### src/rtl/scan_pkg.sv
`default_nettype none
// ============================================================================
// scan_pkg : shared widths, FSM encoding and width helper for scan_scheduler
// Revision : 1.0
// ============================================================================
package scan_pkg;

    localparam int SEL_W           = 9;
    localparam int IO_W            = 8;
    localparam int DEF_NUM_DESIGNS = 8;

    typedef enum logic [2:0] {
        ST_IDLE      = 3'd0,
        ST_GRANT     = 3'd1,
        ST_WAIT_LOAD = 3'd2,
        ST_WAIT_DONE = 3'd3,
        ST_CAPTURE   = 3'd4
    } state_t;

    // Never returns less than 1 so single-entry ranges still get a real bit.
    function automatic int clog2(input int value);
        int width;
        width = 1;
        while ((1 << width) < value) width++;
        return width;
    endfunction

endpackage
`default_nettype wire

### src/rtl/rr_arbiter.sv
`default_nettype none
// ============================================================================
// rr_arbiter : combinational round-robin pick, searching upward from ptr+1
// Revision   : 1.0
// ============================================================================
module rr_arbiter
    import scan_pkg::*;
#(
    parameter int N = 4
) (
    input  logic [N-1:0]          req,
    input  logic [clog2(N)-1:0]   ptr,
    output logic [N-1:0]          grant,
    output logic [clog2(N)-1:0]   grant_idx
);

    localparam int IDX_W = clog2(N);

    logic [IDX_W-1:0] slot;

    // Walk offsets from farthest to nearest so the nearest requester wins.
    always_comb begin
        grant     = '0;
        grant_idx = '0;
        slot      = '0;
        for (int off = N; off >= 1; off--) begin
            slot = IDX_W'((int'(ptr) + off) % N);
            if (req[slot]) begin
                grant     = N'(1) << slot;
                grant_idx = slot;
            end
        end
    end

endmodule
`default_nettype wire

### src/rtl/scan_scheduler.sv
`default_nettype none
// ============================================================================
// scan_scheduler : round-robin sharing of one scan_controller between requesters
// Revision       : 1.0
// ============================================================================
module scan_scheduler
    import scan_pkg::*;
#(
    parameter int NUM_REQ        = 4,
    parameter int NUM_DESIGNS    = DEF_NUM_DESIGNS,
    parameter int NUM_IOS        = 8,
    parameter int TIMEOUT_CYCLES = 1024
) (
    input  logic                      clk,
    input  logic                      reset,
    input  logic [NUM_REQ-1:0]        req,
    input  logic [SEL_W*NUM_REQ-1:0]  req_select,
    input  logic [IO_W*NUM_REQ-1:0]   req_inputs,
    output logic [NUM_REQ-1:0]        done,
    output logic [IO_W-1:0]           resp_data,
    output logic                      resp_err,
    output logic                      busy,
    output logic                      timeout_flag,
    output logic [SEL_W-1:0]          ctrl_select,
    output logic [IO_W-1:0]           ctrl_inputs,
    input  logic                      ctrl_ready,
    input  logic [IO_W-1:0]           ctrl_outputs
);

    localparam int IDX_W = clog2(NUM_REQ);
    localparam int CNT_W = clog2(TIMEOUT_CYCLES);
    localparam logic [IDX_W-1:0] PTR_INIT = IDX_W'(NUM_REQ - 1);
    localparam logic [SEL_W-1:0] MAX_SEL  = SEL_W'(NUM_DESIGNS);
    localparam logic [CNT_W-1:0] CNT_LAST = CNT_W'(TIMEOUT_CYCLES - 1);

    generate
        if (NUM_IOS != IO_W) begin : g_bad_ios
            $error("scan_scheduler supports exactly %0d I/O bits per design", IO_W);
        end
    endgenerate

    state_t               state;
    logic [IDX_W-1:0]     ptr;
    logic [NUM_REQ-1:0]   win_oh;
    logic [SEL_W-1:0]     sel_q;
    logic [IO_W-1:0]      in_q;
    logic [CNT_W-1:0]     cnt;
    logic [NUM_REQ-1:0]   grant;
    logic [IDX_W-1:0]     grant_idx;

    rr_arbiter #(.N(NUM_REQ)) u_arb (
        .req       (req),
        .ptr       (ptr),
        .grant     (grant),
        .grant_idx (grant_idx)
    );

    assign busy = (state != ST_IDLE);

    always_ff @(posedge clk or posedge reset) begin
        if (reset) begin
            state        <= ST_IDLE;
            ptr          <= PTR_INIT;
            win_oh       <= '0;
            sel_q        <= '0;
            in_q         <= '0;
            cnt          <= '0;
            done         <= '0;
            resp_data    <= '0;
            resp_err     <= 1'b0;
            timeout_flag <= 1'b0;
            ctrl_select  <= '0;
            ctrl_inputs  <= '0;
        end else begin
            done <= '0;
            case (state)
                ST_IDLE: begin
                    if (|req) begin
                        win_oh <= grant;
                        ptr    <= grant_idx;
                        sel_q  <= req_select[grant_idx*SEL_W +: SEL_W];
                        in_q   <= req_inputs[grant_idx*IO_W +: IO_W];
                        state  <= ST_GRANT;
                    end
                end
                ST_GRANT: begin
                    if (sel_q >= MAX_SEL) begin
                        done      <= win_oh;
                        resp_data <= '0;
                        resp_err  <= 1'b1;
                        state     <= ST_IDLE;
                    end else begin
                        ctrl_select <= sel_q;
                        ctrl_inputs <= in_q;
                        cnt         <= '0;
                        state       <= ST_WAIT_LOAD;
                    end
                end
                // First ready starts the pass, second ready ends it.
                ST_WAIT_LOAD, ST_WAIT_DONE: begin
                    if (ctrl_ready) begin
                        cnt   <= '0;
                        state <= (state == ST_WAIT_LOAD) ? ST_WAIT_DONE : ST_CAPTURE;
                    end else if (cnt == CNT_LAST) begin
                        done         <= win_oh;
                        resp_data    <= '0;
                        resp_err     <= 1'b1;
                        timeout_flag <= 1'b1;
                        state        <= ST_IDLE;
                    end else begin
                        cnt <= cnt + CNT_W'(1);
                    end
                end
                ST_CAPTURE: begin
                    resp_data <= ctrl_outputs;
                    resp_err  <= 1'b0;
                    done      <= win_oh;
                    state     <= ST_IDLE;
                end
                default: state <= ST_IDLE;
            endcase
        end
    end

endmodule
`default_nettype wire

### config.mk
export PLATFORM = sky130hd
export DESIGN_NAME = scan_scheduler
export DESIGN_NICKNAME = d
export VERILOG_FILES = /design/src/rtl/scan_pkg.sv /design/src/rtl/rr_arbiter.sv /design/src/rtl/scan_scheduler.sv
export SDC_FILE = /design/constraint.sdc
export NUM_CORES = 1
export LEC_CHECK = 0
export BUFFER_PORTS_ARGS = -buffer_cell sky130_fd_sc_hd__buf_2
export CAP_MARGIN = 25
export CORE_UTILIZATION = 47
export CTS_CLUSTER_SIZE = 20
export DETAILED_ROUTE_END_ITERATION = 10
export PLACE_DENSITY = 0.88
export SKIP_CTS_REPAIR_TIMING = 1
export SYNTH_ARGS = -nofsm -noshare
export SYNTH_HDL_FRONTEND = slang
export SYNTH_SLANG_ARGS = --single-unit
export TNS_END_PERCENT = 5
### constraint.sdc
create_clock -name clk -period 3 [get_ports clk]
set_input_delay 0.6 -clock clk [delete_from_list [all_inputs] [get_ports clk]]
set_output_delay 0.6 -clock clk [all_outputs]
set_load 0.02 [all_outputs]
==> metrics.txt <==
status=completed; I/O pin cnt=115; CTS Buf Count=9; post-route core utilization=59.0%; dpl ws=between 200 and 300 ps; pins over their slew limit=0; crit-path max FO=18; post-route antenna net violation count=0; DP HPWL=between 6000 and 7000 um; first-pass GRT wire length=between 10,000 and 15,000 um; Slew headroom=between 40% and 50%; Setup Viol. Count Final=0; clock share of power=between 10 and 15%; CTS Root Cell=clkbuf_8; Async SR Flop Fraction=100%; CTS tree=done; DR DRC count=0; Crit path max-delay family=compound AO/OA/AOI/OAI gates; Ys Warns=0; Pwr Total=roughly 4.4 mW; Clock Path Buffers=2; unrepaired setup endpoints after global routing=no; Worst Tran Pin Value=826 ps; WHS=between 400 and 500 ps; clk_lat worst skew=~340 ps; critical path class=reg2reg; Seq/Total Area, Yosys=45.1%; Worst Hold Class=reg2reg; Ant. Diodes=0; period utilization=between 90% and 100%; kind of end point of the critical path=flip-flop; Slowest cell on crit path=dfstp_2; Fmax=369 MHz; Flop pwr share=slightly above 30%; total track usage=between 20 and 25%; Distinct cells, synth=53; max_cap viols=0; Peak supply drop=around 0.53 mV; ys flop type=dfrtp_1; Crit path top cell by count=buf_4; max incr delay on CP=640 ps; Post-Route Skew=about 9.4 ps; mean post-synth cell area=between 10 and 15 sq um; DRT iter0 DRCs=roughly 190; height of the die=just over 90 um; Buf+Inv Stages, Crit Path=3; Synth Cell Area=~3700 sq um; Post-Syn Nets=437; Clock H-tree levels=3; die footprint=8280 sq um; clock-pin slew on the worst setup and hold paths=roughly 70 ps; clock sinks=67; fin nets=between 500 and 600; worst setup margin=around 290 ps; sw frac=42.0%; via count of the first global-routing pass=3,209; Area Overhead vs Synth=21.9%; Leak=between 2 and 2.5 nW; fin crit period=2710 ps; Setup TNS=0 ps; Comb pwr share=54.4%; Critical Path AT=2950 ps; largest net degree at the start of global routing=68; Final Hold Vio Count=0; GRT overflow=0; Cell Int Power=about 2.5 mW; Worst EP required=approximately 3200 ps; Vias per Instance=5.66; antenna violations before repair=0; P_sw=1.84 mW; row count=32; Post-Synthesis Cells=349; die width=91.0 um; Port Buffer Count=114; Fill cells=approximately 660; ordered cell list for the critical path=inv_1 -> ha_1 -> buf_4 -> o2111a_1 -> o32a_1 -> or2_1 -> buf_4 -> mux2i_1 -> a221oi_1; core box area=roughly 7700 sq um; fraction of layout cells with a size suffix above 1=36.5%; Final GP Congestion=approximately 0.9; Seq cells post-synth=67; Critical Path Source Type=flip-flop; Avg WL per Cell=16.0 um; Initial DRT Pass Iterations=4; Post-synth EDFFs=0; Initial Utilization=between 40% and 50%; Vias=3,226; final WL=9140 um; pwr dens=just under 1000 nW/um^2
-- flip-flops by register name (all words and copies together) (netlist names), 2 cells and up --
signal,cells
cnt,10
ctrl_inputs,8
ctrl_select,9
done,4
in_q,8
ptr,2
resp_data,8
sel_q,9
state,3
win_oh,4
-- path summary, 6_finish.rpt --
path / start / endpoint / slack (ps) / cells past startpoint
min in group asynchronous: reset / ctrl_select[3]$_DFFE_PP0P_ / 500 / 3
worst min-delay path: cnt[8]$_DFFE_PP0P_ / cnt[8]$_DFFE_PP0P_ / 480 / 1
worst max register to register: ptr[1]$_DFFE_PP1P_ / in_q[3]$_DFFE_PP0P_ / 290 / 9
worst max-delay path: ptr[1]$_DFFE_PP1P_ / in_q[3]$_DFFE_PP0P_ / 290 / 9
worst min register to register: cnt[8]$_DFFE_PP0P_ / cnt[8]$_DFFE_PP0P_ / 480 / 1
max in group asynchronous: reset / in_q[2]$_DFFE_PP0P_ / 1960 / 3
-- Yosys cell counts, types with 6 or more instances --
cell / number / area [sq um]
dfrtp_1: 65 / 1630
mux2_2: 20 / 225
clkbuf_1: 14 / 52.6
a221oi_1: 7 / 61.3
and3_1: 6 / 37.5
o211ai_1: 10 / 75.1
nand4_1: 6 / 37.5
and2_1: 8 / 50.1
o31ai_1: 7 / 52.6
nand2b_1: 8 / 50.1
mux2i_1: 28 / 280
a31oi_1: 7 / 43.8
nor2_1: 20 / 75.1
o21ai_0: 9 / 45.0
a22o_1: 8 / 70.1
a21oi_1: 10 / 50.1
inv_1: 9 / 33.8
nand2_1: 26 / 97.6
o22ai_1: 8 / 50.1
xor2_1: 6 / 52.6
-- power groups by stage --
| stage | registers (mW) | clock network, mW | logic, mW |
|---|---|---|---|
| 3_3_place_gp | 1.37 | 0 | 2.29 |
| 3_5_place_dp | 1.38 | 0 | 2.37 |
| 4_1_cts | 1.36 | 0.641 | 2.37 |
| 5_1_grt | 1.40 | 0.691 | 2.60 |
| 2_1_floorplan | 1.44 | 0 | 1.78 |
| 6_report | 1.36 | 0.632 | 2.38 |
-- cell families after synthesis --
group,after synthesis,synth area share (%)
buffers and inverters,33,4.84
DFF,67,45.1
and+or+nand+nor,96,13.8
adders and majority gates,5,1.68
AOI/OAI and AO/OA,91,18.1
muxes,50,14.8
xor gates and xnor gates,7,1.65
-- per-stage QoR --
stage	cells	instance area [sq um]
after CTS	570	4540
after floorplan	349	3720
after detailed placement	554	4380
after global routing	570	4540
after global placement	554	4380
final	570	4540
-- layout by cell type, fill, tap and decap left out, types with 10 or more instances in the layout --
cell      synthesis  final
buf_2             3    114
a21oi_1          10     10
mux2i_1          28     28
buf_4             1     13
nand2_1          26     26
dfrtp_1          65     65
nor2_1           20     20
mux2_2           20     20
o211ai_1         10     10
-- layout make-up --
cell class                      count  area [sq um]  area share (%)
Sequential cell                    67          1680            37.0
Clock inverter                      5          30.0           0.662
Timing Repair Buffer              127           668            14.7
Inverter                            9          33.8           0.745
Clock buffer                       11           131            2.90
Tap cell                          102           128            2.81
Multi-Input combinational cell    249          1870            41.1
-- worst reg2reg max path, stage by stage (launching register included) --
cell	delay [ps]
dfstp_2	640
inv_1	120
ha_1	310
buf_4	180
o2111a_1	120
o32a_1	340
or2_1	230
buf_4	230
mux2i_1	160
a221oi_1	290
-- per-layer routing --
| metal | track usage, % | wire length [um] |
|---|---|---|
| met1 | 28.4 | 3860 |
| met2 | 37.4 | 4410 |
| met3 | 5.86 | 566 |
| met4 | 11.9 | 296 |
| met5 | 0 | 0 |
Note: power is estimated with default switching activity, not from simulation.
